==> config.mk <==
export PLATFORM = sky130hd
export DESIGN_NAME = expcurve_cfg_ctrl
export DESIGN_NICKNAME = d
export VERILOG_FILES = /design/src/rtl/expcurve_pkg.sv /design/src/rtl/expcurve_tbl_bank.sv /design/src/rtl/expcurve_cfg_ctrl.sv
export SDC_FILE = /design/constraint.sdc
export NUM_CORES = 2
export LEC_CHECK = 0
export CAP_MARGIN = 20
export CORE_AREA = 8 8 290 292
export DETAILED_ROUTE_END_ITERATION = 10
export DIE_AREA = 0 0 298 300
export HOLD_SLACK_MARGIN = 0.1
export PLACE_DENSITY_LB_ADDON = 0.05
export SYNTH_ARGS = -nofsm -noshare
export SYNTH_HDL_FRONTEND = slang
export SYNTH_HIERARCHICAL = 1
export SYNTH_SLANG_ARGS = --single-unit
==> constraint.sdc <==
create_clock -name clk -period 5.95 [get_ports clk]
set_input_delay 1.19 -clock clk [delete_from_list [all_inputs] [get_ports clk]]
set_output_delay 1.19 -clock clk [all_outputs]
set_load 0.02 [all_outputs]
==> src/rtl/expcurve_pkg.sv <==
// Shared constants, FSM state encoding and flat-bus packing helper for the expcurve
// configuration sequencer.
package expcurve_pkg;

  localparam int DW_Y  = 9;
  localparam int N_Y1  = 48;
  localparam int N_Y2  = 9;
  localparam int IDX_W = 6;

  typedef enum logic [1:0] {
    IDLE    = 2'd0,
    LOAD_Y1 = 2'd1,
    LOAD_Y2 = 2'd2,
    PEND    = 2'd3
  } state_t;

  function automatic int flat_lo(input int k, input int w);
    return k * w;
  endfunction

endpackage

==> src/rtl/expcurve_tbl_bank.sv <==
// Shadow/active label table: indexed writes land in the shadow copy, a commit strobe
// moves the whole shadow copy into the active copy, which drives the flat output bus.
module expcurve_tbl_bank
  import expcurve_pkg::*;
#(
  parameter int DEPTH = 9,
  parameter int WIDTH = 9,
  parameter int AW    = 6
) (
  input  logic                   clk,
  input  logic                   rst_n,
  input  logic                   wr_en,
  input  logic [AW-1:0]          wr_idx,
  input  logic [WIDTH-1:0]       wr_data,
  input  logic                   commit,
  output logic [DEPTH*WIDTH-1:0] flat
);

  logic [WIDTH-1:0] r_shadow [DEPTH];
  logic [WIDTH-1:0] r_active [DEPTH];

  always_ff @(posedge clk or negedge rst_n) begin
    if (!rst_n) begin
      r_shadow <= '{default: '0};
      r_active <= '{default: '0};
    end else begin
      // Decoded write keeps the index width independent of the table depth.
      for (int k = 0; k < DEPTH; k++) begin
        if (wr_en && (wr_idx == AW'(k))) r_shadow[k] <= wr_data;
      end
      if (commit) r_active <= r_shadow;
    end
  end

  for (genvar g = 0; g < DEPTH; g++) begin : g_flat
    assign flat[flat_lo(g, WIDTH) +: WIDTH] = r_active[g];
  end

endmodule

==> src/rtl/expcurve_cfg_ctrl.sv <==
// Curve configuration sequencer: streams 48 y1 + 9 y2 labels into shadow banks and commits
// them to the active banks on a frame boundary. Optional checker: EXPCURVE_MONO_CHK_EN.
module expcurve_cfg_ctrl #(
  parameter int DW_Y = expcurve_pkg::DW_Y,
  parameter int N_Y1 = expcurve_pkg::N_Y1,
  parameter int N_Y2 = expcurve_pkg::N_Y2
) (
  input  logic                 clk,
  input  logic                 rst_n,
  input  logic                 load_start,
  input  logic                 cfg_valid,
  output logic                 cfg_ready,
  input  logic [DW_Y-1:0]      cfg_data,
  input  logic                 frame_start,
  output logic [N_Y1*DW_Y-1:0] y1_flat,
  output logic [N_Y2*DW_Y-1:0] y2_flat,
  output logic                 busy,
  output logic                 pending,
  output logic                 swap_pulse,
  output logic                 err
);

  import expcurve_pkg::*;

  state_t             r_state, w_state_nxt;
  logic [IDX_W-1:0]   r_idx, w_idx_nxt;
  logic               r_swap;
  logic               w_beat, w_wr_y1, w_wr_y2, w_commit, w_chk_bad;

  assign cfg_ready  = (r_state == LOAD_Y1) || (r_state == LOAD_Y2);
  assign busy       = (r_state != IDLE);
  assign pending    = (r_state == PEND) && !w_chk_bad;
  assign swap_pulse = r_swap;

  assign w_beat   = cfg_valid && cfg_ready;
  // A beat coinciding with load_start is dropped: the restart wins.
  assign w_wr_y1  = w_beat && (r_state == LOAD_Y1) && !load_start;
  assign w_wr_y2  = w_beat && (r_state == LOAD_Y2) && !load_start;
  assign w_commit = (r_state == PEND) && frame_start && !w_chk_bad;

  always_ff @(posedge clk or negedge rst_n) begin
    if (!rst_n) begin
      r_state <= IDLE;
      r_idx   <= '0;
      r_swap  <= 1'b0;
    end else begin
      r_state <= w_state_nxt;
      r_idx   <= w_idx_nxt;
      r_swap  <= w_commit;
    end
  end

  always_comb begin
    w_state_nxt = r_state;
    w_idx_nxt   = r_idx;
    case (r_state)
      IDLE: begin
        if (load_start) begin
          w_state_nxt = LOAD_Y1;
          w_idx_nxt   = '0;
        end
      end
      LOAD_Y1: begin
        if (w_wr_y1) begin
          if (r_idx == IDX_W'(N_Y1 - 1)) begin
            w_state_nxt = LOAD_Y2;
            w_idx_nxt   = '0;
          end else begin
            w_idx_nxt = r_idx + 1'b1;
          end
        end
      end
      LOAD_Y2: begin
        if (w_wr_y2) begin
          if (r_idx == IDX_W'(N_Y2 - 1)) begin
            w_state_nxt = PEND;
            w_idx_nxt   = '0;
          end else begin
            w_idx_nxt = r_idx + 1'b1;
          end
        end
      end
      PEND: begin
        if (frame_start) w_state_nxt = IDLE;
      end
      default: w_state_nxt = IDLE;
    endcase
    // Restart from any state; in PEND the commit above still takes effect this edge.
    if (load_start) begin
      w_state_nxt = LOAD_Y1;
      w_idx_nxt   = '0;
    end
  end

`ifdef EXPCURVE_MONO_CHK_EN
  logic [DW_Y-1:0] r_prev;
  logic            r_fail, r_err;
  logic            w_beat_up, w_last_y2;

  // The first label of each table has no predecessor to compare against.
  assign w_beat_up = (w_wr_y1 || w_wr_y2) && (r_idx != '0) && (cfg_data > r_prev);
  assign w_last_y2 = w_wr_y2 && (r_idx == IDX_W'(N_Y2 - 1));

  always_ff @(posedge clk or negedge rst_n) begin
    if (!rst_n) begin
      r_prev <= '0;
      r_fail <= 1'b0;
      r_err  <= 1'b0;
    end else begin
      if (w_wr_y1 || w_wr_y2) r_prev <= cfg_data;
      if (load_start) begin
        r_fail <= 1'b0;
        r_err  <= 1'b0;
      end else begin
        if (w_beat_up) r_fail <= 1'b1;
        if (w_last_y2 && (r_fail || w_beat_up)) r_err <= 1'b1;
      end
    end
  end

  assign w_chk_bad = r_err;
  assign err       = r_err;
`else
  assign w_chk_bad = 1'b0;
  assign err       = 1'b0;
`endif

  expcurve_tbl_bank #(.DEPTH(N_Y1), .WIDTH(DW_Y), .AW(IDX_W)) u_bank_y1 (
    .clk     (clk),
    .rst_n   (rst_n),
    .wr_en   (w_wr_y1),
    .wr_idx  (r_idx),
    .wr_data (cfg_data),
    .commit  (w_commit),
    .flat    (y1_flat)
  );

  expcurve_tbl_bank #(.DEPTH(N_Y2), .WIDTH(DW_Y), .AW(IDX_W)) u_bank_y2 (
    .clk     (clk),
    .rst_n   (rst_n),
    .wr_en   (w_wr_y2),
    .wr_idx  (r_idx),
    .wr_data (cfg_data),
    .commit  (w_commit),
    .flat    (y2_flat)
  );

endmodule

# Yosys cells after proc, flatten, opt, wreduce, memory -nomap -nowiden
# Index checks and enable logic that the tools add are counted.
# W data, S select, Z words.
# word_totals
ff_bits	1035
inputBits	14
output_inout_bits	518
wordCells	258
# op_classes
n_addsub	1
eq_ne	56
muxes	13
n_reduce_logical	71
# ops
op	count
$eq A6 B5 Y1 const B	16
$eq A6 B6 Y1 const B	16
$logic_and A1 B1 Y1	63
$eq A6 B4 Y1 const B	8
$mux W6	5
$eq A6 B3 Y1 const B	4
$eq A6 B2 Y1 const B	2
$mux W2	6
$ne A3 B2 Y1 const B	4
$pmux W6 S2	1
$add A6 B1 Y6 const B	1
$eq A6 B1 Y1 const B	1
$logic_not A6 Y1	1
$pmux W2 S3	1
$reduce_and A6 Y1	1
$eq A2 B2 Y1 const B	2
$ne A3 B3 Y1 const B	1
$reduce_and A3 Y1	1
$reduce_bool A3 Y1	1
$eq A2 B1 Y1 const B	1
$logic_not A2 Y1	1
$ne A2 B2 Y1 const B	1
$reduce_bool A2 Y1	1
$logic_not A1 Y1	1
$logic_or A1 B1 Y1	1

# Depth between registers and ports, before layout
# logic_depth
depth_word	8
depth_mapped	7

# Hierarchy
# Netlist, hierarchy kept.
# modules_own_cells
module	instances	cells_per_inst	area_per_inst_um2	seq_area_each_um2
expcurve_tbl_bank (u_bank_y1)	1	1899	32666.3	21620.7
expcurve_tbl_bank (u_bank_y2)	1	351	6138.4	4053.9
expcurve_cfg_ctrl	1	69	648.1	225.2

# Worst setup path before layout
# OpenSTA, ideal clock, no wires.
# synth_path
path_kind	input -> register
start	input port load_start
end	register u_bank_y1/r_shadow[306] (netlist bit)
setup_ns	0.125
arrival_time_ns	2.743
t_required_ns	5.825
setup_slack_ns	3.082
path_stages	6
path_buffers	1
cell_sequence	inv_1 and4_2 or3b_2 buf_4 nor2_8 mux2_2
# synth_between
elab_chain_len	3
# synth_rtl
item	line_no	text
start, declared	expcurve_cfg_ctrl.sv:10	input logic load_start,
$logic_not A1 Y1	expcurve_cfg_ctrl.sv:37	assign w_wr_y1 = w_beat && (r_state == LOAD_Y1) && !load_start;
$logic_and A1 B1 Y1	expcurve_cfg_ctrl.sv:37	
net w_wr_y1	expcurve_cfg_ctrl.sv:28	logic w_beat, w_wr_y1, w_wr_y2, w_commit, w_chk_bad;
$logic_and A1 B1 Y1	expcurve_tbl_bank.sv:29	if (wr_en && (wr_idx == AW'(k))) r_shadow[k] <= wr_data;
end signal, assigned by index	expcurve_tbl_bank.sv:29	
end, declared	expcurve_tbl_bank.sv:19	logic [WIDTH-1:0] r_shadow [DEPTH];
# The timed path passes the listed nets, and every way through them passes these cells.
# A chain may end at the register's enable or synchronous reset.

# Final worst setup path
# layout_path
start	input port load_start
end	register u_bank_y1/r_shadow[130] (netlist bit)
# The elaborated chain is that of the path after synthesis.

==> impl_metrics.env <==
export IMPL_ff2ff_path_depth=6
export IMPL_numCtsBuffers=105
export IMPL_overflow=0
export IMPL_std_cell_rows=104
export IMPL_ant_nets=0
export IMPL_layout_worst_path_cycle_share_pct=59.71
export IMPL_dr_pass1_iters=4
export IMPL_drt_initial_drc_count=1052
export IMPL_r2r_slack_ns=2.89
export IMPL_hpwl_um=68170
export IMPL_crit_fanout=11
export IMPL_avgViaCountPerCell=5.413
export IMPL_vdd_drop_max_mv=0.2398
export IMPL_ys_seq_elements=1035
export IMPL_die_x_um=298
export IMPL_crit_chain="clkdlybuf4s50_1, inv_1, and4_2, and3b_1, nand2_1, mux2_2"
export IMPL_required_ns=6.48
export IMPL_synthCells=2319
export IMPL_p_total_w=0.01691
export IMPL_portBuffers=530
export IMPL_area_growth_pct=25.25
export IMPL_finalSetupViolCount=0
export IMPL_drive_gt1_share_pct=43.24
export IMPL_drc_errors=0
export IMPL_start_kind="primary input"
export IMPL_syn_avg_cell_area_um2=17.01
export IMPL_critPathMaxStageDelay_ns=0.84
export IMPL_coreArea_mm2=0.07964
export IMPL_end_kind="flop"
export IMPL_ys_warnings_count=6
export IMPL_worstSetupPathType="primary input to flop"
export IMPL_synthTopCellsByCount="1035 x dfrtp_1, 979 x mux2_2, 56 x clkbuf_1"
export IMPL_worstSetupStartpoint="load_start"
export IMPL_final_max_slew_viol_count=0
export IMPL_post_cts_repair_setup_buffers=0
export IMPL_crit_end="u_bank_y1/r_shadow[130]"
export IMPL_status="complete, no violations"
export IMPL_clk_pin_slew_ns=0.06
export IMPL_synth_edff_count=0
export IMPL_slowest_stage="and3b_1"
export IMPL_p_leak_nw=24.60
export IMPL_arrival_ns=4.08
export IMPL_hold_buffers=0
export IMPL_start_util_pct=49.54
export IMPL_reg2reg_from="r_state[0]"
export IMPL_syn_nets=2339
export IMPL_yosysMostFrequentCell="dfrtp_1"
export IMPL_vias=21735
export IMPL_fin_cells=4015
export IMPL_grt_max_degree=176
export IMPL_synth_async_sr_flop_share_pct=100.0
export IMPL_die_h_um=300
export IMPL_hold_path_class="flop to flop"
export IMPL_ctsResizeCount=0
export IMPL_fin_nets=2895
export IMPL_grt_pass1_wl_um=156800
export IMPL_synth_cell_area_mm2=0.03945
export IMPL_hold_viol=0
export IMPL_worstMarginPinSlew_ns=1.145
export IMPL_grt_pass1_vias=23416
export IMPL_fin_crit_ns=3.553
export IMPL_dieArea_mm2=0.08940
export IMPL_pin_count=532
export IMPL_finClkSkew_ns=0.02420
export IMPL_relSlewSlack_pct=23.67
export IMPL_timing_fmax_ghz=0.2815
export IMPL_synth_cell_type_count=59
export IMPL_worstReg2RegEnd="u_bank_y1/r_shadow[130]"
export IMPL_cts_max_level=3
export IMPL_ys_seq_area_share_pct=65.65
export IMPL_yosysTopAreaCell="dfrtp_1"
export IMPL_antenna_found_initial=1
export IMPL_cap_viol_max_count=0
export IMPL_synth_top_cell_area_share_pct=65.65
export IMPL_gp_congestion=0.7890
export IMPL_cts_sinks=1035
export IMPL_grt_usage_pct=23.10
export IMPL_tns_ns=0
export IMPL_clk_latency_ns=0.65
export IMPL_synthTopCellsByArea="dfrtp_1 66%, mux2_2 28%, mux2_1 1.1%, buf_2 0.62%, nor2_8 0.56%"
export IMPL_dominantRegCellSynth="dfrtp_1"
export IMPL_wire_per_inst_um=26.06
export IMPL_ctsLongestPathBuffers=3
export IMPL_wl_um=104600
export IMPL_cts_root_buf="clkbuf_16"
export IMPL_dp_cells=3828
export IMPL_rsz0062_at_grt="no"
export IMPL_cts_tree="yes"
export IMPL_p_per_area_mw_per_mm2=342.3
-- cells in the final DEF, fill, tap and decap left out, types with 4 or more instances in the layout --
cell,count
buf_12,11
buf_2,8
buf_4,23
bufinv_16,9
clkbuf_1,14
clkbuf_16,106
clkbuf_8,25
clkdlybuf4s50_1,520
clkinv_2,22
clkinvlp_4,6
dfrtp_1,1034
ha_1,6
inv_1,10
mux2_1,38
mux2_2,979
mux2_4,10
nand2_1,12
nand2_2,23
nand2_4,6
nand3_1,4
nand4b_4,4
nor2_4,4
nor2_8,11
nor4b_4,4
o21ai_1,4
-- worst max-delay path: cells and delay by family --
family	cells	cell delay (ns)
and+or+nand+nor	3	1.72
buffers and inverters	2	0.74
muxes	1	0.41
-- cells by family after synthesis --
logic type / Yosys count / synth area share (%)
buffers and inverters: 124 / 1.459
other: 1 / 0.009505
flip-flops: 1035 / 65.65
adder cells (fa/ha/maj): 6 / 0.1903
AND/OR/NAND/NOR: 107 / 2.946
AO/OA/AOI/OAI: 19 / 0.3394
multiplexers: 1027 / 29.41
-- registers in the layout (all words and copies together) (netlist names) --
register / count
u_bank_y1/flat: 432
u_bank_y1/r_shadow: 432
u_bank_y2/flat: 81
u_bank_y2/r_shadow: 81
r_idx: 6
r_state: 2
swap_pulse: 1
-- area by class of cell --
cell class                      count  area (µm²)
Antenna cell                        2       5.005
Clock buffer                      145        3049
Clock inverter                     40       459.2
Fill cell                        5907       30220
Inverter                           10       37.54
Multi-Input combinational cell   1160       12990
Sequential cell                  1035       25900
Tap cell                         1060        1326
Timing Repair Buffer              563        5653
-- per-stage QoR --
| stage | utilization (%) | instance area [µm²] | hold WS, ns | setup slack (ns) |
|---|---|---|---|---|
| 2_1_floorplan | - | 39450 | 0.4522 | 3.082 |
| 3_5_place_dp | 57.64 | 45900 | 0.4729 | 1.765 |
| 4_1_cts | 62.05 | 49410 | 0.4874 | 2.439 |
| 6_report | 62.05 | 49420 | 0.4848 | 2.397 |
| 3_3_place_gp | 57.64 | 45900 | 0.4628 | 1.841 |
| 5_1_grt | 62.05 | 49410 | 0.5041 | 2.280 |
-- layer usage --
metal	wire (µm)	global-route usage (%)	up-vias
met1	43330	29.20	11711
met5	0	0	-
li1	-	-	9371
met3	6126	6.012	137
met2	51980	38.72	516
met4	3186	7.819	0
-- report_power, final --
part | switching, W | internal, W | total, W
Sequential | 0.000313 | 0.00753 | 0.00784
Combinational | 0.00134 | 0.00111 | 0.00245
Clock | 0.00267 | 0.00395 | 0.00662
Total | 0.00432 | 0.0126 | 0.0169
-- worst min-delay path by stage --
stage,slack [ns],to,from,cells after the start
floorplan,0.45,u_bank_y1/r_shadow[144],u_bank_y1/r_shadow[144],1
global placement,0.46,u_bank_y1/r_shadow[151],u_bank_y1/r_shadow[151],1
finish,0.48,u_bank_y1/r_shadow[391],u_bank_y1/r_shadow[391],1
CTS,0.49,u_bank_y1/flat[77],u_bank_y1/r_shadow[356],1
global route,0.50,u_bank_y1/flat[77],u_bank_y1/r_shadow[356],1
detailed placement,0.47,u_bank_y1/r_shadow[151],u_bank_y1/r_shadow[151],1
Note: power is estimated with default switching activity, not from simulation.
